`src/rtl/cpu_pkg.sv`:
```
// Shared CPU definitions: stall encoding, write-enable encoding,
// zero word, and the EX/MEM payload field order.
package cpu_pkg;

  localparam int STALL_W = 6;

  localparam logic Stop    = 1'b1;
  localparam logic NotStop = 1'b0;

  localparam logic WriteEnable  = 1'b1;
  localparam logic WriteDisable = 1'b0;

  localparam logic [31:0] ZeroWord = 32'h0000_0000;

  // Field order packed into the 32-bit boundary payload, MSB first.
  typedef struct packed {
    logic [7:0]  aluop;
    logic [4:0]  wd;
    logic        wreg;
    logic        whilo;
    logic        mem_we;
    logic [15:0] imm_lo;
  } ex_mem_payload_t;

  localparam int EX_MEM_W = $bits(ex_mem_payload_t);

  function automatic logic [EX_MEM_W-1:0] pack_ex_mem(
    input ex_mem_payload_t p
  );
    return p;
  endfunction

  function automatic ex_mem_payload_t unpack_ex_mem(
    input logic [EX_MEM_W-1:0] w
  );
    return ex_mem_payload_t'(w);
  endfunction

endpackage

```
`src/rtl/pipe_stage_reg_sat_counter.sv`:
```
// Saturating up-counter with synchronous clear.
// Ports: clk, rst (async, active-low), clr, inc, count.
module sat_counter #(
  parameter int CNT_W = 16
) (
  input  logic             clk,
  input  logic             rst,
  input  logic             clr,
  input  logic             inc,
  output logic [CNT_W-1:0] count
);

  localparam logic [CNT_W-1:0] MAX = '1;

  always_ff @(posedge clk or negedge rst) begin
    if (!rst) begin
      count <= '0;
    end else if (clr) begin
      count <= '0;
    end else if (inc && count != MAX) begin
      count <= count + 1'b1;
    end
  end

endmodule

```
`src/rtl/pipe_stage_reg.sv`:
```
// Pipeline boundary register between stage STAGE and STAGE+1.
// Ports: clk, rst (async, active-low), stall vector, flush,
// perf_clr; in_valid/in_payload/in_carry from upstream;
// out_valid/out_payload downstream, out_carry back upstream,
// bubble_o one-cycle bubble flag, stall_cnt saturating hold count.
module pipe_stage_reg #(
  parameter int               WIDTH       = 32,
  parameter int               CARRY_W     = 66,
  parameter int               STALL_W     = 6,
  parameter int               STAGE       = 3,
  parameter logic [WIDTH-1:0] NOP_PAYLOAD = '0,
  parameter int               CNT_W       = 16
) (
  input  logic               clk,
  input  logic               rst,
  input  logic [STALL_W-1:0] stall,
  input  logic               flush,
  input  logic               perf_clr,
  input  logic               in_valid,
  input  logic [WIDTH-1:0]   in_payload,
  input  logic [CARRY_W-1:0] in_carry,
  output logic               out_valid,
  output logic [WIDTH-1:0]   out_payload,
  output logic [CARRY_W-1:0] out_carry,
  output logic               bubble_o,
  output logic [CNT_W-1:0]   stall_cnt
);

  import cpu_pkg::*;

  logic up;
  logic dn;
  logic do_flush;
  logic do_bubble;
  logic do_adv;
  logic cnt_inc;

  assign up = stall[STAGE];
  assign dn = stall[STAGE+1];

  // Mutually exclusive actions; flush dominates every stall mix.
  // up=0 with dn=1 cannot come from the controller and is
  // folded into advance.
  assign do_flush  = flush;
  assign do_bubble = !flush && up == Stop && dn == NotStop;
  assign do_adv    = !flush && up == NotStop;

  always_ff @(posedge clk or negedge rst) begin
    if (!rst) begin
      out_valid   <= 1'b0;
      out_payload <= NOP_PAYLOAD;
      out_carry   <= '0;
      bubble_o    <= 1'b0;
    end else begin
      unique case (1'b1)
        do_flush: begin
          out_valid   <= 1'b0;
          out_payload <= NOP_PAYLOAD;
          out_carry   <= '0;
          bubble_o    <= 1'b0;
        end
        do_bubble: begin
          out_valid   <= 1'b0;
          out_payload <= NOP_PAYLOAD;
          out_carry   <= in_carry;
          bubble_o    <= 1'b1;
        end
        do_adv: begin
          out_valid   <= in_valid;
          out_payload <= in_payload;
          out_carry   <= '0;
          bubble_o    <= 1'b0;
        end
        default: begin
          // Hold: the instruction stays put while the stopped
          // upstream stage sees its own multi-cycle state.
          out_carry <= in_carry;
          bubble_o  <= 1'b0;
        end
      endcase
    end
  end

  // A held cycle is one where downstream is stopped on a real
  // instruction and the boundary is not being killed.
  assign cnt_inc = dn && out_valid && !flush;

  sat_counter #(
    .CNT_W(CNT_W)
  ) u_stall_cnt (
    .clk  (clk),
    .rst  (rst),
    .clr  (perf_clr),
    .inc  (cnt_inc),
    .count(stall_cnt)
  );

endmodule

```
`config.mk`:
```
export PLATFORM = sky130hd
export DESIGN_NAME = pipe_stage_reg
export DESIGN_NICKNAME = d
export VERILOG_FILES = /design/src/rtl/cpu_pkg.sv /design/src/rtl/pipe_stage_reg_sat_counter.sv /design/src/rtl/pipe_stage_reg.sv
export SDC_FILE = /design/constraint.sdc
export NUM_CORES = 1
export LEC_CHECK = 0
export BUFFER_PORTS_ARGS = -buffer_cell sky130_fd_sc_hd__buf_4
export CAP_MARGIN = 40
export CORE_MARGIN = 4
export CORE_UTILIZATION = 48
export DETAILED_ROUTE_END_ITERATION = 8
export HOLD_SLACK_MARGIN = 0.05
export PLACE_DENSITY = 0.95
export SLEW_MARGIN = 5
export SYNTH_ARGS = -nofsm -noshare
export SYNTH_HDL_FRONTEND = slang
export SYNTH_SLANG_ARGS = --single-unit
```
`constraint.sdc`:
```
create_clock -name clk -period 3.6 [get_ports clk]
set_input_delay 0.72 -clock clk [delete_from_list [all_inputs] [get_ports clk]]
set_output_delay 0.72 -clock clk [all_outputs]
set_load 0.01 [all_outputs]
```
==> results of run 1 <==
-- kinds of logic after synthesis --
logic type	after synthesis	synth area share, %
fa+ha+maj	1	0.293
flops	116	68.1
simple gates	122	18.2
compound gates	64	11.4
buf+inv	22	1.97
-- worst max-delay path: stages, from the launching register on --
cell and delay [ns]:
dfrtp_1 0.44, nand3_1 0.23, nor4_2 0.77, nand2_1 0.18, a211oi_1 0.24
-- registers in the layout, summed over array words and instances, names as in the netlist --
| register | cells |
|---|---|
| out_valid | 1 |
| out_carry | 66 |
| u_stall_cnt.count | 16 |
| bubble_o | 1 |
| out_payload | 32 |
-- worst min-delay path by stage --
stage / startpoint / endpoint / cells past startpoint
final: rst / out_payload[1]$_DFFE_PN0P_ / 1
after floorplan: rst / bubble_o$_DFF_PN0_ / 0
after global placement: out_payload[8]$_DFFE_PN0P_ / out_payload[8]$_DFFE_PN0P_ / 1
after detailed placement: out_payload[0]$_DFFE_PN0P_ / out_payload[0]$_DFFE_PN0P_ / 1
after global routing: rst / out_payload[1]$_DFFE_PN0P_ / 1
after CTS: rst / out_payload[1]$_DFFE_PN0P_ / 1
-- power groups by stage --
stage	clock (mW)	sequential, mW	combinational, mW
floorplan	0	1.42	0.0565
global placement	0	1.39	0.278
detailed placement	0	1.40	0.289
CTS	1.63	1.37	0.291
global route	1.70	1.38	0.312
finish	1.60	1.37	0.285
-- Yosys cell counts (4+ instances only) --
cell type / n
o31ai_1: 4
and2_1: 66
and3_1: 6
a22o_1: 33
clkbuf_1: 15
nor4_1: 5
a31oi_1: 6
nand2_1: 8
dfrtp_1: 116
inv_1: 6
nor2_1: 4
or4_1: 4
o21ai_0: 5
nand3_1: 6
nor3_1: 5
a21oi_1: 9
-- final cells by class --
class	instances	area, um2
clock buffers	19	422
clock inverters	13	151
fillers	545	2060
inverters	6	22.5
multi-input cells	187	1290
flip-flops and latches	116	2900
well taps	108	135
repair buffers	223	1690
-- per-layer routing --
metal  wire length [um]  up-vias  global-route usage (%)  part of all wire [%]
met5                  0        -                       0                     0
met4                128        0                    6.36                   1.1
met3               1170       10                    10.6                    10
met2               6220      157                    39.1                    53
met1               4210     1706                    25.8                    36
li1                   -     1603                       -                     -
==> qor.csv, run 1 <==
metric,value,unit
Total GRT Usage,22.9,%
total die area,10500,um2
reg-to-reg endpoint,u_stall_cnt.count[3]$_DFFE_PN0P_,
period utilisation layout,54.1,%
height of the die,102,um
Switching Power,0.753,mW
CTS resizes,0,
headroom to the max-slew limit,47.6,%
Pwr Density,493,nW/um2
Mapped Nets,435,
Final WS setup,1.65,ns
arrival time at the worst endpoint,2.34,ns
latest clock arrival within the worst-skew pair,0.49,ns
Root Buffer,clkbuf_8,
layout cells sized above 1,47.2,%
cell area after synthesis,4260,um2
#FFs+latches synth,116,
"Top FF cell, synth",dfrtp_1,
drt total wl,11.7,mm
number of vias per cell,5.17,
outcome,"finished, final reports clean",
Synth area leader,dfrtp_1,
Leakage Power,3.44,nW
VDD IR max,0.476,mV
GR Overflow Total,0,
CTS Buffer Depth,2,
power share of the sequential group,42.1,%
"Async S/R FF share, synth",100,%
beginning of the critical path,u_stall_cnt.count[8]$_DFFE_PN0P_,
crit end category,register,
Setup WS pre-CTS,1.28,ns
final design utilization,76.2,%
syn_area_per_cell,13.1,um2
fmax,0.513,GHz
port bufs,220,
"EDFF count, synth",0,
Worst-Margin Slew,0.779,ns
first-pass GRT wire length,18.2,mm
Int Pwr,2.51,mW
pin count of the biggest net entering global routing,68,
crit path kind,register to register,
worst reg2reg path depth,4,
vias in the first global route,3632,
crit path capture,u_stall_cnt.count[3]$_DFFE_PN0P_,
worst hold slack,0.259,ns
Die Width,102,um
Tmin final,1.95,ns
Layout area overhead,55.2,%
Final setup viols,0,
n_diodes,0,
Hold Buf Count CTS,0,
Max Fanout on Critical Path,10,
"most common cell after layout, fill and taps aside",buf_4,
Num CTS Buffers,17,
yosys warns,0,
max-cap viol count,0,
crit path launch type,register,
class of the worst hold path,input port to asynchronous set/reset pin,
"antenna viol nets, final",0,
setup TNS,0,ns
HPWL after DPL,8.63,mm
post-layout net count,661,
H-tree depth,4,
reg-to-reg startpoint,u_stall_cnt.count[8]$_DFFE_PN0P_,
final std cells w/o fill,672,
Placed Instance Area,6040,um2
via count,3476,
drt wl/cell,17.5,um
setup bufs post-CTS,0,
worst path required time,3.99,ns
number of DRC markers in iteration 0,100,
initial antenna violation count,0,
post-route cell area,6610,um2
Clk pwr share,49.2,%
"CTS clk-pin slew, worst paths",0.06,ns
I/O pin total,225,
Clock Skew,0.00691,ns
Starting Density,49.1,%
Sw Share,23.1,%
most frequent cells in the layout,"221 x buf_4, 116 x dfrtp_1, 66 x and2_1, 33 x a22o_1, 16 x clkbuf_16",
CTS sink cnt,116,
# DRC,0,
ranking of synthesized cells by area,"dfrtp_1 68%, and2_1 9.7%, a22o_1 6.8%",
synth unique cells,38,
DRT Pass-1 Iters,4,
post-synthesis sequential area ratio,68.1,%
num rows,34,
area share of the leading cell type in the synthesized netlist,68.1,%
Cell Count Post-Placement,640,
final-report max-slew violation count,0,
Comb pwr share,8.8,%
unrepaired setup endpoints after global routing,false,
R2R Setup Slk,1.65,ns
Placer Congestion,0.833,
CTS tree,built,
final hold vios,0,
total power,3.26,mW
Post-Syn Instances,325,
core area,8680,um2
(Power assumes the default switching activity.)
==> inputs of run 2 (changes only) <==
--- a/config.mk
+++ b/config.mk
@@ -8,10 +8,10 @@
 export BUFFER_PORTS_ARGS = -buffer_cell sky130_fd_sc_hd__buf_4
 export CAP_MARGIN = 40
 export CORE_MARGIN = 4
-export CORE_UTILIZATION = 48
+export CORE_UTILIZATION = 40
 export DETAILED_ROUTE_END_ITERATION = 8
 export HOLD_SLACK_MARGIN = 0.05
-export PLACE_DENSITY = 0.95
+export PLACE_DENSITY = 0.85
 export SLEW_MARGIN = 5
 export SYNTH_ARGS = -nofsm -noshare
 export SYNTH_HDL_FRONTEND = slang
==> constraint.sdc (replaced) <==
create_clock -name clk -period 1.7 [get_ports clk]
set_input_delay 0.34 -clock clk [delete_from_list [all_inputs] [get_ports clk]]
set_output_delay 0.34 -clock clk [all_outputs]
set_load 0.01 [all_outputs]
==> qor.csv, run 2 (synthesized netlist as in run 1, its figures left out) <==
metric,value,unit,change
number of vias per cell,4.93,,was 5.17
CTS sink cnt,116,,unchanged
Placed Instance Area,6290,um2,was 6040 um2
fmax,0.604,GHz,was 0.513 GHz
drt total wl,15.1,mm,was 11.7 mm
class of the worst hold path,input port to register,,was input port to asynchronous set/reset pin
first-pass GRT wire length,24.3,mm,was 18.2 mm
H-tree depth,4,,unchanged
"antenna viol nets, final",0,,unchanged
crit path launch type,register,,unchanged
top flop regs,"out_carry: 66 flops, out_payload: 32 flops, u_stall_cnt.count: 16 flops",,unchanged
register area,2910,um2,was 2900 um2
headroom to the max-slew limit,56.6,%,was 47.6%
drt wl/cell,18.3,um,was 17.5 um
post-layout net count,785,,was 661
post-route cell area,7870,um2,was 6610 um2
num rows,37,,was 34
crit path kind,register to register,,unchanged
I/O pin total,225,,unchanged
Leakage Power,4.01,nW,was 3.44 nW
Final setup viols,0,,unchanged
Sw Share,21.9,%,was 23.1%
vias in the first global route,4530,,was 3632
Comb pwr share,11.2,%,was 8.8%
Tmin final,1.66,ns,was 1.95 ns
VDD IR max,0.712,mV,was 0.476 mV
final std cells w/o fill,823,,was 672
GR Overflow Total,0,,unchanged
"CTS clk-pin slew, worst paths",0.06,ns,about the same
pin count of the biggest net entering global routing,117,,was 68
latest clock arrival within the worst-skew pair,0.49,ns,about the same
Layout area overhead,84.6,%,was 55.2%
Placer Congestion,0.862,,was 0.833
via count,4057,,was 3476
HPWL after DPL,8.61,mm,was 8.63 mm
DRT Pass-1 Iters,4,,unchanged
port bufs,220,,unchanged
Worst-Margin Slew,0.652,ns,was 0.779 ns
layout cells sized above 1,46.0,%,was 47.2%
Die Width,111,um,was 102 um
max-cap viol count,0,,unchanged
worst path required time,2.07,ns,was 3.99 ns
Num CTS Buffers,17,,unchanged
core area,10400,um2,was 8680 um2
worst hold slack,0.0786,ns,was 0.259 ns
initial antenna violation count,0,,unchanged
Max Fanout on Critical Path,4,,was 10
multi-input logic area,1350,um2,was 1290 um2
number of DRC markers in iteration 0,245,,was 100
final hold vios,0,,unchanged
total die area,12400,um2,was 10500 um2
Clk pwr share,48.1,%,was 49.2%
power share of the sequential group,40.6,%,was 42.1%
CTS tree,built,,unchanged
Pwr Density,911,nW/um2,was 493 nW/um2
max reg flops,66,,unchanged
Setup WS pre-CTS,-0.108,ns,was 1.28 ns
most frequent cells in the layout,"257 x buf_4, 109 x dfrtp_1, 87 x dlygate4sd3_1, 66 x and2_1, 33 x a22o_1",,"was 221 x buf_4, 116 x dfrtp_1, 66 x and2_1, 33 x a22o_1, 16 x clkbuf_16"
Final WS setup,0.0442,ns,was 1.65 ns
Starting Density,41.1,%,was 49.1%
Root Buffer,clkbuf_8,,unchanged
"most common cell after layout, fill and taps aside",buf_4,,unchanged
n_diodes,0,,unchanged
final-report max-slew violation count,0,,unchanged
outcome,"finished, final reports clean",,unchanged
crit end category,register,,unchanged
CTS Buffer Depth,2,,unchanged
arrival time at the worst endpoint,2.02,ns,was 2.34 ns
# DRC,0,,unchanged
fillers,608,,was 545
Clock Skew,0.00340,ns,was 0.00691 ns
height of the die,111,um,was 102 um
Int Pwr,5.60,mW,was 2.51 mW
Switching Power,1.57,mW,was 0.753 mW
period utilisation layout,97.4,%,was 54.1%
Total GRT Usage,24.8,%,was 22.9%
Cell Count Post-Placement,697,,was 640
Reg with most FFs,out_carry,,unchanged
## run 2: power groups by stage
stage                     Sequential, mW  Combinational, mW  Clock (mW)
after global placement              2.95              0.602           0
after floorplan                     3.00              0.120           0
after CTS                           2.91              0.783        3.50
final                               2.91              0.804        3.45
after global routing                2.92              0.863        3.66
after detailed placement            2.95              0.620           0
## run 2: worst max-delay path, stage by stage, from the launching register on
cell and delay, ns:
dfrtp_2 0.42, nand2_2 0.08, or4_4 0.52, buf_4 0.15
o31ai_1 0.29, a21oi_2 0.08
## run 2: stage by stage
stage	setup TNS (ns)	total power, mW	util [%]
5_1_grt	-0.185	7.45	75.9
3_3_place_gp	-0.282	3.55	60.7
3_5_place_dp	-0.526	3.57	60.7
2_1_floorplan	-0.0246	3.12	-
6_report	0	7.17	75.9
4_1_cts	-0.00509	7.19	74.9
## run 2: routing by layer
metal	vias to the layer above	GRT usage [%]	routed length, um
li1	1853	-	-
met1	1991	27.8	5610
met2	191	44.0	7980
met3	22	8.62	1190
met4	0	8.35	267
met5	-	0	0
## run 2: path summary, 6_finish.rpt
check / from / to / slack, ns / cells past startpoint
max: u_stall_cnt.count[0]$_DFFE_PN0P_ / u_stall_cnt.count[9]$_DFFE_PN0P_ / 0.04 / 5
min: in_payload[0] / out_payload[0]$_DFFE_PN0P_ / 0.08 / 2
max reg2reg: u_stall_cnt.count[0]$_DFFE_PN0P_ / u_stall_cnt.count[9]$_DFFE_PN0P_ / 0.04 / 5
min reg2reg: out_payload[16]$_DFFE_PN0P_ / out_payload[16]$_DFFE_PN0P_ / 0.51 / 1
max in group asynchronous: rst / out_payload[29]$_DFFE_PN0P_ / 0.74 / 3
min in group asynchronous: rst / u_stall_cnt.count[12]$_DFFE_PN0P_ / 0.43 / 3
## run 2: final cells by class
| class | instances | area share (%) |
|---|---|---|
| Inverter | 6 | 0.286 |
| Tap cell | 136 | 2.16 |
| Clock buffer | 22 | 5.63 |
| Sequential cell | 116 | 37.0 |
| Timing Repair Buffer | 347 | 36.1 |
| Clock inverter | 9 | 1.65 |
| Multi-Input combinational cell | 187 | 17.1 |
## run 2: timing repair
item	CTS	global route
setup endpoints to repair	7	12
cloned	0	0
pin swaps	0	8
resized for setup	2	14
buffers inserted	2	6
hold endpoints to repair	202	0
hold buffers	87	0
==> inputs of run 3 (changes only) <==
--- a/config.mk
+++ b/config.mk
@@ -9,6 +9,7 @@
 export CAP_MARGIN = 40
 export CORE_MARGIN = 4
 export CORE_UTILIZATION = 40
+export CTS_BUF_LIST = sky130_fd_sc_hd__clkbuf_4 sky130_fd_sc_hd__clkbuf_8 sky130_fd_sc_hd__clkbuf_16
 export DETAILED_ROUTE_END_ITERATION = 8
 export HOLD_SLACK_MARGIN = 0.05
 export PLACE_DENSITY = 0.85
==> qor.csv, run 3 (synthesized netlist as in run 1, its figures left out) <==
metric,value,unit,change
Layout area overhead,85.8,%,was 84.6%
Worst-Margin Slew,0.617,ns,was 0.652 ns
first-pass GRT wire length,24.0,mm,was 24.3 mm
Max Fanout on Critical Path,4,,unchanged
Switching Power,1.57,mW,about the same
"most common cell after layout, fill and taps aside",buf_4,,unchanged
final hold vios,0,,unchanged
post-layout net count,787,,was 785
CTS tree,built,,unchanged
# DRC,0,,unchanged
failing checks,setup timing,,
Tmin final,1.72,ns,was 1.66 ns
total power,7.23,mW,was 7.17 mW
Cell Count Post-Placement,697,,unchanged
height of the die,111,um,unchanged
GR Overflow Total,0,,unchanged
Root Buffer,clkbuf_8,,unchanged
number of DRC markers in iteration 0,240,,was 245
outcome,"finished, violations left",,"was finished, final reports clean"
max-cap viol count,0,,unchanged
core area,10400,um2,unchanged
DRT Pass-1 Iters,4,,unchanged
Num CTS Buffers,17,,unchanged
period utilisation layout,101,%,was 97.4%
number of vias per cell,4.94,,was 4.93
Die Width,111,um,unchanged
initial antenna violation count,1,,was 0
Reg with most FFs,out_carry,,unchanged
via count,4080,,was 4057
"antenna viol nets, final",0,,unchanged
Total GRT Usage,24.5,%,was 24.8%
Int Pwr,5.67,mW,was 5.60 mW
crit path kind,register to register,,unchanged
crit path launch type,register,,unchanged
Comb pwr share,11.2,%,about the same
HPWL after DPL,8.61,mm,unchanged
worst hold slack,0.0763,ns,was 0.0786 ns
Final WS setup,-0.0233,ns,was 0.0442 ns
layout cells sized above 1,46.9,%,was 46.0%
most frequent cells in the layout,"256 x buf_4, 109 x dfrtp_1, 90 x dlygate4sd3_1, 66 x and2_1, 33 x a22o_1",,"was 257 x buf_4, 109 x dfrtp_1, 87 x dlygate4sd3_1, 66 x and2_1, 33 x a22o_1"
"CTS clk-pin slew, worst paths",0.06,ns,about the same
I/O pin total,225,,unchanged
final design utilization,76.4,%,was 75.9%
Clock Skew,0.00381,ns,was 0.00340 ns
CTS Buffer Depth,2,,unchanged
headroom to the max-slew limit,58.9,%,was 56.6%
CTS sink cnt,116,,unchanged
vias in the first global route,4610,,was 4530
power share of the sequential group,40.3,%,was 40.6%
arrival time at the worst endpoint,2.15,ns,was 2.02 ns
final std cells w/o fill,826,,was 823
Placer Congestion,0.862,,unchanged
H-tree depth,4,,unchanged
class of the worst hold path,input port to register,,unchanged
drt total wl,15.0,mm,was 15.1 mm
top flop regs,"out_carry: 66 flops, out_payload: 32 flops, u_stall_cnt.count: 16 flops",,unchanged
setup TNS,-0.0393,ns,was 0 ns
pin count of the biggest net entering global routing,117,,unchanged
Clk pwr share,48.6,%,was 48.1%
latest clock arrival within the worst-skew pair,0.50,ns,was 0.49 ns
drt wl/cell,18.1,um,was 18.3 um
num rows,37,,unchanged
Sw Share,21.7,%,was 21.9%
final-report max-slew violation count,0,,unchanged
port bufs,220,,unchanged
Starting Density,41.1,%,unchanged
total die area,12400,um2,unchanged
fmax,0.580,GHz,was 0.604 GHz
Final setup viols,3,,was 0
crit end category,register,,unchanged
max reg flops,66,,unchanged
Pwr Density,913,nW/um2,was 911 nW/um2
unrepaired setup endpoints after global routing,true,,
VDD IR max,0.679,mV,was 0.712 mV
worst path required time,2.13,ns,was 2.07 ns
Leakage Power,4.03,nW,was 4.01 nW
run 3: power by group through the flow:
stage | Sequential (mW) | Combinational, mW | Clock (mW)
2_1_floorplan | 3.00 | 0.120 | 0
3_3_place_gp | 2.95 | 0.602 | 0
3_5_place_dp | 2.95 | 0.620 | 0
4_1_cts | 2.91 | 0.789 | 3.58
5_1_grt | 2.92 | 0.869 | 3.71
6_report | 2.91 | 0.807 | 3.51
run 3: per-layer routing:
layer | wire, um | share of wire [%] | GRT usage, %
met1 | 5390 | 36 | 27.5
met2 | 8010 | 53 | 43.0
met3 | 1200 | 8.0 | 7.81
met4 | 375 | 2.5 | 9.81
met5 | 0 | 0 | 0
run 3: cell type report:
cell class / instances / area (um2)
multi-input cells: 187 / 1360
well taps: 136 / 170
clock inverters: 9 / 130
clock buffers: 22 / 458
flip-flops and latches: 116 / 2910
fillers: 614 / 2450
repair buffers: 349 / 2870
diodes: 1 / 2.50
inverters: 6 / 22.5
run 3: stage by stage:
step	setup slack (ns)	area, um2
6_report	-0.0233	7920
5_1_grt	-0.0716	7920
4_1_cts	-0.00512	7810
3_5_place_dp	-0.108	6290
3_3_place_gp	-0.113	6290
2_1_floorplan	-0.0241	4270
run 3: worst paths after layout:
path	startpoint	endpoint	slack, ns	cells after the start
min	in_payload[0]	out_payload[0]$_DFFE_PN0P_	0.08	2
min reg2reg	out_payload[16]$_DFFE_PN0P_	out_payload[16]$_DFFE_PN0P_	0.50	1
max in group asynchronous	rst	out_valid$_DFFE_PN0P_	0.73	3
max	u_stall_cnt.count[1]$_DFFE_PN0P_	u_stall_cnt.count[9]$_DFFE_PN0P_	-0.02	4
min in group asynchronous	rst	u_stall_cnt.count[11]$_DFFE_PN0P_	0.45	3
max reg2reg	u_stall_cnt.count[1]$_DFFE_PN0P_	u_stall_cnt.count[9]$_DFFE_PN0P_	-0.02	4
run 3: repair_timing:
item                                    4_1_cts  5_1_grt
gates resized for setup                       2       17
hold buffers                                 90        0
setup buffers                                 2        6
pin swaps                                     0        4
endpoints found under the setup margin        7       12
hold endpoints to repair                    205        0
run 3: critical path, cell delays in order, from the launching register on:
cell	delay, ns
dfrtp_2	0.42
nand2_2	0.08
or4_4	0.54
or4_4	0.49
a21oi_2	0.12
